## src/rtl/dmem_arbiter.sv

```systemverilog
// dmem_arbiter: shares one single-port data memory between the core load/store
// port (r0) and the loader/debug port (r1). One transaction is in flight at a
// time: grant -> ISSUE (mem_en) -> WAIT (latency) -> RESP (rvalid).
//
// Handshake: a requester raises req with we/addrmode/addr/wdata stable and
// holds them until it sees its gnt pulse; gnt is combinational in the IDLE or
// RESP cycle and the fields are captured on that clock edge. Exactly one
// rvalid pulse follows each gnt, MEM_LATENCY+1 cycles later; rdata is only
// meaningful (and only non-zero) for reads in that cycle.
//
// Optional build macro ARB_FIXED_PRIO_EN: r0 has fixed priority with a
// starvation counter that forces r1 after STARVE_LIMIT contended r0 wins.
// Without it, contended requests alternate round-robin.
module dmem_arbiter #(
    parameter int DATA_WIDTH   = 32,
    parameter int ADDR_WIDTH   = 32,
    parameter int MEM_LATENCY  = 1,
    parameter int STARVE_LIMIT = 4
) (
    input  logic                  clk,
    input  logic                  rst,
    input  logic                  r0_req,
    input  logic                  r0_we,
    input  logic                  r0_addrmode,
    input  logic [ADDR_WIDTH-1:0] r0_addr,
    input  logic [DATA_WIDTH-1:0] r0_wdata,
    output logic                  r0_gnt,
    output logic                  r0_rvalid,
    output logic [DATA_WIDTH-1:0] r0_rdata,
    input  logic                  r1_req,
    input  logic                  r1_we,
    input  logic                  r1_addrmode,
    input  logic [ADDR_WIDTH-1:0] r1_addr,
    input  logic [DATA_WIDTH-1:0] r1_wdata,
    output logic                  r1_gnt,
    output logic                  r1_rvalid,
    output logic [DATA_WIDTH-1:0] r1_rdata,
    output logic                  mem_en,
    output logic                  mem_we,
    output logic                  mem_addrmode,
    output logic [ADDR_WIDTH-1:0] mem_addr,
    output logic [DATA_WIDTH-1:0] mem_wdata,
    input  logic [DATA_WIDTH-1:0] mem_rdata,
    output logic                  busy,
    output logic [1:0]            dbg_state
);

    typedef enum logic [1:0] {
        IDLE  = 2'd0,
        ISSUE = 2'd1,
        WAIT  = 2'd2,
        RESP  = 2'd3
    } state_t;

    // Wide enough for MEM_LATENCY-1 up to 3.
    localparam int CNT_W = 3;
    localparam logic [CNT_W-1:0] LAT_LOAD = CNT_W'(MEM_LATENCY - 1);

    state_t           state;
    logic [CNT_W-1:0] lat_cnt;
    logic             lat_id;      // 0 = r0 owns the transaction, 1 = r1
    logic             lat_we;
    logic             arb_window;
    logic             any_req;
    logic             contended;
    logic             pick_r1;
    logic             grant;

`ifdef ARB_FIXED_PRIO_EN
    localparam int SW = (STARVE_LIMIT < 1) ? 1 : $clog2(STARVE_LIMIT + 1);
    localparam logic [SW-1:0] STARVE_MAX = SW'(STARVE_LIMIT);
    logic [SW-1:0] starve_cnt;
`else
    logic last_winner;             // 0 = r0 won last, 1 = r1 won last
`endif

    assign arb_window = (state == IDLE) || (state == RESP);
    assign any_req    = r0_req | r1_req;
    assign contended  = r0_req & r1_req;
    // Reset gates the grant so nothing is accepted while rst is low.
    assign grant      = arb_window & any_req & rst;
    assign r0_gnt     = grant & ~pick_r1;
    assign r1_gnt     = grant & pick_r1;

    assign busy       = (state != IDLE);
    assign dbg_state  = state;

    // Read data passes through only during a read completion.
    assign r0_rdata = (r0_rvalid && !lat_we) ? mem_rdata : '0;
    assign r1_rdata = (r1_rvalid && !lat_we) ? mem_rdata : '0;

    // Arbitration: a lone requester wins; contention resolved by policy.
    always_comb begin
        pick_r1 = r1_req & ~r0_req;
        if (contended) begin
`ifdef ARB_FIXED_PRIO_EN
            pick_r1 = (starve_cnt == STARVE_MAX);
`else
            pick_r1 = (last_winner == 1'b0);
`endif
        end
    end

    // Transaction sequencer with registered memory strobes and completions.
    always_ff @(posedge clk or negedge rst) begin
        if (!rst) begin
            state        <= IDLE;
            lat_cnt      <= '0;
            lat_id       <= 1'b0;
            lat_we       <= 1'b0;
            mem_en       <= 1'b0;
            mem_we       <= 1'b0;
            mem_addrmode <= 1'b0;
            mem_addr     <= '0;
            mem_wdata    <= '0;
            r0_rvalid    <= 1'b0;
            r1_rvalid    <= 1'b0;
`ifdef ARB_FIXED_PRIO_EN
            starve_cnt   <= '0;
`else
            last_winner  <= 1'b1;
`endif
        end else begin
            // Strobes are single-cycle; the memory bus idles at zero.
            mem_en       <= 1'b0;
            mem_we       <= 1'b0;
            mem_addrmode <= 1'b0;
            mem_addr     <= '0;
            mem_wdata    <= '0;
            r0_rvalid    <= 1'b0;
            r1_rvalid    <= 1'b0;
            case (state)
                IDLE, RESP: begin
                    if (grant) begin
                        lat_id       <= pick_r1;
                        lat_we       <= pick_r1 ? r1_we : r0_we;
                        mem_en       <= 1'b1;
                        mem_we       <= pick_r1 ? r1_we : r0_we;
                        mem_addrmode <= pick_r1 ? r1_addrmode : r0_addrmode;
                        mem_addr     <= pick_r1 ? r1_addr : r0_addr;
                        mem_wdata    <= pick_r1 ? r1_wdata : r0_wdata;
`ifdef ARB_FIXED_PRIO_EN
                        if (contended && !pick_r1) begin
                            starve_cnt <= starve_cnt + 1'b1;
                        end else begin
                            starve_cnt <= '0;
                        end
`else
                        last_winner  <= pick_r1;
`endif
                        state        <= ISSUE;
                    end else begin
                        state        <= IDLE;
                    end
                end
                ISSUE: begin
                    lat_cnt <= LAT_LOAD;
                    if (MEM_LATENCY > 1) begin
                        state <= WAIT;
                    end else begin
                        state     <= RESP;
                        r0_rvalid <= ~lat_id;
                        r1_rvalid <= lat_id;
                    end
                end
                WAIT: begin
                    lat_cnt <= lat_cnt - 1'b1;
                    if (lat_cnt <= 1) begin
                        state     <= RESP;
                        r0_rvalid <= ~lat_id;
                        r1_rvalid <= lat_id;
                    end
                end
                default: state <= IDLE;
            endcase
        end
    end

endmodule

```

## config.mk

```make
export PLATFORM = sky130hd
export DESIGN_NAME = dmem_arbiter
export DESIGN_NICKNAME = d
export VERILOG_FILES = /design/src/rtl/dmem_arbiter.sv
export SDC_FILE = /design/constraint.sdc
export NUM_CORES = 1
export LEC_CHECK = 0
export CAP_MARGIN = 20
export CELL_PAD_IN_SITES_DETAIL_PLACEMENT = 2
export CELL_PAD_IN_SITES_GLOBAL_PLACEMENT = 2
export CORE_MARGIN = 4
export CORE_UTILIZATION = 16
export DETAILED_ROUTE_END_ITERATION = 10
export PLACE_DENSITY_LB_ADDON = 0.1
export SLEW_MARGIN = 20
export SYNTH_ARGS = -nofsm -noshare
export SYNTH_HDL_FRONTEND = slang
export SYNTH_SLANG_ARGS = --single-unit
```

## constraint.sdc

```tcl
create_clock -name clk -period 2.3 [get_ports clk]
set_input_delay 0.46 -clock clk [delete_from_list [all_inputs] [get_ports clk]]
set_output_delay 0.46 -clock clk [all_outputs]
set_load 0.005 [all_outputs]
```

* Word-level counts from Yosys, hierarchy flattened
Index checks and enable logic that the tools add are counted.
** Cells by class
- $lt $le $gt $ge :: 1
- Add/subtract/negate cells :: 1
- Eq/ne operators :: 4
- Muxes and demuxes :: 25
- Bitwise operators :: 11
- Reductions and logical operators :: 9
** Operator list (number)
- 32-bit 2-to-1 mux :: 8
- 1-bit 2-to-1 mux :: 12
- 1-bit AND :: 6
- 2-bit one-hot mux with 3 select lines :: 1
- 3-bit one-hot mux with 2 select lines :: 1
- 2-bit equality test, second input constant :: 2
- 1-bit NOT :: 4
- 1-bit one-hot mux with 2 select lines :: 2
- 2-bit nonzero test :: 2
- 3-bit by 1-bit less-or-equal comparator with 1-bit output, second input constant :: 1
- 3-bit by 1-bit subtractor with 3-bit output, second input constant :: 1
- 2-bit by 1-bit equality test with 1-bit output, second input constant :: 1
- 1-bit logical AND :: 2
- 2-bit zero test :: 1
- 2-bit 2-to-1 mux :: 1
- 2-bit != test, second input constant :: 1
- 2-bit AND reduction :: 1
- 2-bit OR reduction :: 1
- 1-bit zero test :: 1
- 1-bit logical OR :: 1
- 1-bit OR :: 1
** Word-level totals
- Input bits :: 168
- Flip-flop bits (word level) :: 77

* Depth between registers and ports, before layout
Gate-level depths: netlist (run 1).
- Depth after elaboration :: 6
- Gate-level depth with buffers :: 8

* Least setup slack after synthesis (run 1)
OpenSTA, ideal clock, no wires.
- Path type :: flip-flop to output port
- Start :: register state[0] (netlist: dbg_state[0])
- End :: output r1_gnt
- Arrival :: 1355 ps
- Required time :: 1840 ps
- Stages on the path, launching flop included :: 7
- Slack :: 485 ps
- Path through :: dfrtp_1 > inv_1 > ha_1 > nor2b_1 > and3_1 > buf_2 > buf_2
** Between the ends
- Longest elaborated chain between the ends :: 5
- Elaborated cells between the ends (all ways) :: 6
** Ends and longest elaborated chain
- start: declaration :: line 59 : state_t state;
- start signal: assignment :: line 107 : state <= IDLE;
- start signal: assignment :: line 151 : state <= ISSUE;
- start signal: assignment :: line 153 : state <= IDLE;
- 2-bit equality test or 2-bit zero test (tied branches) :: line 77 : assign arb_window = (state == IDLE) || (state == RESP);
- 1-bit logical OR (*) :: line 77
- 1-bit AND (*) (2 in a row) :: line 81 : assign grant = arb_window & any_req & rst;
- 1-bit AND (*) :: line 83 : assign r1_gnt = grant & pick_r1;
- end: declaration :: line 35 : output logic r1_gnt,
Mark *: on every way between the ends. The rest lies on a longest branch, timed or not.

* Worst setup path after layout (run 1)
- Start :: register lat_we
- End :: output r1_rdata[10]
** Between the ends
- Longest elaborated chain between the ends :: 3
** Ends and longest elaborated chain
- start: declaration :: line 62 : logic lat_we;
- start signal: assignment :: line 136 : lat_we <= pick_r1 ? r1_we : r0_we;
- 1-bit zero test :: line 90 : assign r1_rdata = (r1_rvalid && !lat_we) ? mem_rdata : '0;
- 1-bit logical AND :: line 90
- 32-bit 2-to-1 mux :: line 90
- end: declaration :: line 37 : output logic [DATA_WIDTH-1:0] r1_rdata,
No other way between the ends.

==> summary.txt, run 1 <==
Global route
  • Vias in the first global route: 4059
  • Gr usage total: 0.1385
  • Grt total ovfl: 0
  • Initial antenna violation count: 0
  • First-pass GRT wire length: 24830 um
  • Largest net degree at the start of global routing: 78

Drt
  • Vias: 3490
  • DR vias/cell: 4.087
  • DRC: 0
  • DR pass1 iterations: 4
  • Routed WL: 16800 um
  • WL per Instance: 19.67 um
  • First-iteration detailed-routing DRC count: 59
  • Post-route ant nets: 0

Cells and area
  • Share of layout cells above drive strength 1: 0.06507
  • Core Util, Final: 0.3551
  • Fill cells: 2136
  • Area growth syn-to-layout: 117.0%
  • Post-route cell area: 7232 um^2
  • Antenna diodes: 0
  • Nets: 752

Worst setup path
  • Slowest-stage cell, CP: clkdlybuf4s50_1
  • CP Class: reg -> out
  • Crit path buf inv count: 2
  • Worst R2R End: mem_wdata[16]
  • CP Depth: 4
  • CP cell instances: nor2b_4 > clkbuf_16 > and2_1 > clkdlybuf4s50_1
  • Crit. End Element: primary output
  • Crit Path Max Fanout: 16
  • Critical path data required time: 1840 ps
  • Setup crit start kind: flip-flop
  • Crit. Startpoint: lat_we
  • Max incr delay on CP: 500 ps
  • R2r setup slk: 200 ps
  • RR Startpoint: dbg_state[0]
  • R2R depth: 6
  • CP delay by family, top: buffers and inverters
  • Worst path arrival time: 1800 ps

Floorplanning
  • I/O pin count: 306
  • Die W: 152.3 um
  • Die Footprint: 23210 um^2
  • Row cnt: 52
  • Initial Utilization: 0.1637
  • Core area: 20360 um^2
  • Die H: 152.3 um

Synth
  • Yosys warns: 0
  • Post-Syn Area: 3333 um^2
  • Synthesis-stage register bit count: 77
  • Primary FF master, synth: dfrtp_1
  • Post-Syn Nets: 446
  • Yosys cell types: 26
  • Async set-reset flop share out of synthesis: 1.000
  • Sequential fraction of the synthesis area: 0.5785
  • Syn Inst Count: 273
  • Number of synthesized flops with an enable pin: 0
  • Post-Syn Area per Cell: 12.21 um^2

Clocking
  • H-tree depth: 3
  • CTS Buf Count: 9
  • Post-CTS Hold Buffers: 0
  • Num Clock Sinks: 77
  • Longest Clk Path Bufs: 2
  • CTS tree: built
  • Clk_lat worst skew: 340 ps
  • Clock transition at the registers of the reported paths: 60 ps
  • Root buffer cell: clkbuf_16

STA
  • Tcrit/Tclk final: 0.9824
  • Setup ws final: 40.51 ps
  • Peak Freq: 0.4426 GHz
  • TNS Setup: 0 ps
  • Max-slew headroom: 0.4788
  • Final count of hold timing violations: 0
  • Tmin final: 2259 ps
  • Worst-Margin Slew: 781.8 ps
  • Max Transition Viols Final: 0
  • Worst Skew: 14.34 ps
  • Final hold slack: 254.5 ps
  • Final setup vio count: 0

Power
  • Leak Pwr: 4.036 nW
  • Pwr per Cell Area: 828.4 nW/um^2
  • Maximum vdd drop: 321.4 uV

Placed design
  • Post-DP Area: 6699 um^2
  • IO buf count: 305
  • Place WS: 67.57 ps
  • Post-DP HPWL: 13060 um
  • Gpl congestion: 0.7496

Hold path
  • Worst hold path type: in -> async

Flow run
  • Max Cap Viol: 0

Run status
  • Status: complete, no violations
==> layout by cell type (no fill, tap or decap), drive strengths merged, types with 5 or more instances in the layout <==
cell and count:
and2 64, a22o 66, ha 5, inv 9, dfrtp 76, clkdlybuf4s50 243
clkbuf 13, buf 12, dlymetal6s2s 58
==> where the power goes <==
| group | internal, mW | switching, mW |
|---|---|---|
| registers | 1.72 | 0.132 |
| logic | 1.58 | 1.04 |
| clock network | 0.955 | 0.569 |
==> synthesized netlist by cell type, drive strengths merged (2+ instances only) <==
cell type | n | area [um^2]
clkbuf | 7 | 26.28
nor2 | 2 | 7.510
mux2 | 2 | 22.52
and3 | 2 | 17.52
and2 | 64 | 400.4
nand2b | 2 | 12.51
o21ai | 4 | 20.02
dfrtp | 76 | 1902
nor2b | 4 | 25.02
a22o | 66 | 578.1
ha | 5 | 62.56
a21o | 3 | 22.52
o21bai | 2 | 15.01
inv | 8 | 30.03
buf | 16 | 105.1
nand2 | 2 | 7.510
==> through the flow <==
step                instances  total power, mW
detailed placement        836            4.525
finish                    854            5.991
floorplan                 273            2.813
global placement          836            4.449
global route              854            6.405
CTS                       852            6.120
==> sequential cells by signal (all words and copies together), names as in the netlist <==
register      count
r1_rvalid         1
mem_we            1
mem_wdata        32
last_winner       1
lat_id            1
mem_en            1
lat_cnt           3
lat_we            1
mem_addrmode      1
mem_addr         32
dbg_state         2
r0_rvalid         1
==> kinds of logic (layout without fill, tap and decap cells) <==
group | after synthesis | in the layout | synth area share
AOI/OAI and AO/OA | 79 | 79 | 0.2004
adders and majority gates | 5 | 5 | 0.01877
buffers and inverters | 31 | 342 | 0.04842
DFF | 77 | 77 | 0.5785
muxes | 2 | 2 | 0.006756
and+or+nand+nor | 79 | 79 | 0.1471
==> worst register-to-register path: cells and delay by family (launching register included) <==
| family | cells | cell delay, ps |
|---|---|---|
| simple gates | 2 | 370 |
| fa+ha+maj | 1 | 340 |
| compound gates | 1 | 350 |
| flops | 1 | 350 |
| buf+inv | 2 | 640 |
==> how the worst max path moves through the flow <==
stage                   end  slack (ps)
6_report       r1_rdata[10]          40
5_1_grt        r1_rdata[10]         -30
4_1_cts        r0_rdata[29]          10
3_5_place_dp         r1_gnt          70
3_3_place_gp         r1_gnt          60
2_1_floorplan        r1_gnt         480
==> per-layer routing <==
metal	part of all wire	track usage	wire length (um)
met1	0.37	0.1495	6267
met2	0.50	0.2358	8316
met3	0.11	0.07185	1894
met4	0.019	0.04409	319
met5	0	0	0
==> cell type report <==
cell class                      instances  area [um^2]  area share
Clock buffer                           11        232.7     0.03218
Sequential cell                        77         1929      0.2668
Multi-Input combinational cell        165         1265      0.1749
Inverter                                8        30.03    0.004152
Timing Repair Buffer                  318         3353      0.4637
Tap cell                              270        337.8     0.04671
Clock inverter                          5        83.83     0.01159
==> what timing repair did <==
action / 4_1_cts / 5_1_grt
gates resized for setup: 7 / 61
endpoints found under the hold margin: 0 / 0
pin swaps: 0 / 0
endpoints found under the setup margin: 47 / 47
cloned: 0 / 2
setup buffers: 0 / 0
Power figures use the tool's default switching activity.
==> run 2, diff against run 1 <==
- CORE_AREA: not set -> 4 4 115 117
- CORE_MARGIN: 4 -> not set
- CORE_UTILIZATION: 16 -> not set
- DIE_AREA: not set -> 0 0 119 121
- DONT_BUFFER_PORTS: not set -> 1
- MAX_ROUTING_LAYER: not set -> met4
==> run 2 against run 1 <==
Effect of this change:
- sequential share of layout area increased by 24 points
- largest cell class is now flip-flops and latches
- critical path depth unchanged
- highest routed layer unchanged
- maximum frequency is 5.3% higher
- design area is 47% lower
==> summary.txt, run 2 (same netlist as run 1, synthesis figures left out) <==
Cells and area
  • Sequential Area: 1928 um^2 (about the same)
  • Multi-input logic area: 1249 um^2 (-1.3%)
  • Commonest non-fill, non-tap cell in the layout: dfrtp_1
  • Area growth syn-to-layout: 14.53%
  • Share of layout cells above drive strength 1: 0.1091 (+0.04402)
  • Post-route cell area: 3817 um^2 (-47%)
  • Fill cells: 1296 (-39%)
  • Top flop regs: mem_addr (32), mem_wdata (32), lat_cnt (3)
  • Final Instance Count excl. Fillers: 447 (-48%)
  • Antenna diodes: 0 (unchanged)
  • Commonest cells after routing, fill and taps aside: dfrtp_1 (76), a22o_1 (66), and2_1 (64), clkbuf_16 (9), inv_1 (8)
  • Nets: 443 (-41%)

Placed design
  • Post-DP Area: 3503 um^2 (-48%)
  • IO buf count: 0 (-100%)
  • Post-DP HPWL: 9059 um (-31%)
  • Gpl congestion: 0.6992 (-6.7%)
  • # placed instances: 430 (-49%)

Floorplanning
  • Die H: 121 um (-21%)
  • Core area: 12360 um^2 (-39%)
  • Die Footprint: 14400 um^2 (-38%)
  • I/O pin count: 306 (unchanged)
  • Row cnt: 41 (-21%)
  • Initial Utilization: 0.2696 (+0.1059)
  • Die W: 119 um (-22%)

STA
  • Worst-Margin Slew: 395.8 ps (-386.0 ps)
  • Peak Freq: 0.4658 GHz (+5.3%)
  • Max-slew headroom: 0.7334 (+0.2546)
  • Final hold slack: 3.964 ps (-250.5 ps)
  • Final count of hold timing violations: 0 (unchanged)
  • Tcrit/Tclk final: 0.9333 (-0.04905)
  • TNS Setup: 0 ps (unchanged)
  • Max Transition Viols Final: 0 (unchanged)
  • Final setup vio count: 0 (unchanged)
  • RSZ-0062 raised after global routing: no
  • Worst Skew: 8.487 ps (-5.851 ps)
  • Tmin final: 2147 ps (-112.8 ps)

Worst setup path
  • Critical path data required time: 1840 ps (about the same)
  • Setup crit start kind: flip-flop
  • R2R depth: 6 (unchanged)
  • R2r setup slk: 430 ps (+230 ps)
  • Worst R2R End: mem_addr[18]
  • RR Startpoint: dbg_state[0]
  • Crit Path Max Fanout: 7 (-9)
  • Crit. End Element: primary output
  • Worst path arrival time: 1690 ps (-110 ps)
  • CP Class: reg -> out

Drt
  • Vias: 2298 (-34%)
  • WL per Instance: 25.96 um (+32%)
  • Post-route ant nets: 0 (unchanged)
  • Routed WL: 11600 um (-31%)
  • DR vias/cell: 5.141 (+26%)
  • DR pass1 iterations: 4 (unchanged)
  • First-iteration detailed-routing DRC count: 41 (-31%)
  • DRC: 0 (unchanged)

Clocking
  • Longest Clk Path Bufs: 2 (unchanged)
  • Num Clock Sinks: 77 (unchanged)
  • Root buffer cell: clkbuf_16
  • CTS Buf Count: 9 (unchanged)
  • Clk_lat worst skew: 340 ps (about the same)
  • Post-CTS Setup Bufs: 0 (unchanged)
  • Clock transition at the registers of the reported paths: 70 ps (about the same)
  • CTS tree: built
  • H-tree depth: 3 (unchanged)

Power
  • Maximum vdd drop: 315.0 uV (-2.0%)
  • Total Power: 4.504 mW (-25%)
  • Leak Pwr: 1.799 nW (-55%)
  • Pwr per Cell Area: 1180 nW/um^2 (+42%)

Global route
  • Gr usage total: 0.1585 (+0.01998)
  • Grt total ovfl: 0 (unchanged)
  • Initial antenna violation count: 0 (unchanged)
  • Largest net degree at the start of global routing: 78 (unchanged)
  • Vias in the first global route: 2605 (-36%)
  • First-pass GRT wire length: 16450 um (-34%)

Flow run
  • Max Cap Viol: 0 (unchanged)

Hold path
  • Worst hold path type: in -> async

Run status
  • Status: complete, no violations
run 2: cell count changes in the layout (fill, tap and decap cells not counted), sizes merged:
cell | previous run | this run
buf | 12 | 9
inv | 9 | 12
dlygate4sd2 | 3 | 0
dlymetal6s2s | 58 | 0
clkdlybuf4s50 | 243 | 0
clkbuf | 13 | 9
bufinv | 2 | 0
clkinv | 0 | 1
run 2: how the worst max path moves through the flow:
stage                            start      endpoint  slack, ps  depth (start not counted)
final                     dbg_state[0]        r1_gnt        150                          4
after CTS                 dbg_state[0]        r1_gnt         60                          4
after global routing      dbg_state[0]        r1_gnt         20                          4
after detailed placement  dbg_state[0]  mem_addr[10]        410                          6
after floorplan           dbg_state[0]        r1_gnt        480                          6
after global placement    dbg_state[0]   mem_addr[1]        460                          6
run 2: repair_timing:
action | 4_1_cts | 5_1_grt
endpoints found under the setup margin | 0 | 1
resized for setup | 0 | 1
hold endpoints to repair | 77 | 0
hold buffers | 1 | 0
run 2: critical path, cell delays in order, from the launching register on:
cell	delay [ps]
dfrtp_1	410
inv_1	100
ha_1	320
nor2b_1	200
and3_4	320
run 2: layer usage:
metal	routed length, um	vias to the layer above	GRT usage
met4	138	0	0.05648
li1	-	951	-
met3	1340	11	0.06667
met1	3752	1152	0.1518
met2	6370	184	0.2858
met5	0	-	-
run 2: metrics by stage:
stage	util	worst slack, ps
finish	0.3088	153.3
global route	0.3088	22.09
CTS	0.3085	63.16
detailed placement	0.2834	410.2
global placement	0.2834	456.5
floorplan	-	484.6
run 2: where the power goes:
group	switching, mW	total [mW]	internal, mW
clock network	0.600	1.35	0.748
logic	0.644	1.18	0.539
registers	0.254	1.97	1.72
total	1.50	4.50	3.01
run 2: cell type report:
class / instances / share of cell area
Clock buffer: 9 / 0.05900
Timing Repair Buffer: 9 / 0.02950
Multi-Input combinational cell: 165 / 0.3271
Clock inverter: 7 / 0.01508
Sequential cell: 77 / 0.5051
Tap cell: 172 / 0.05637
Inverter: 8 / 0.007866
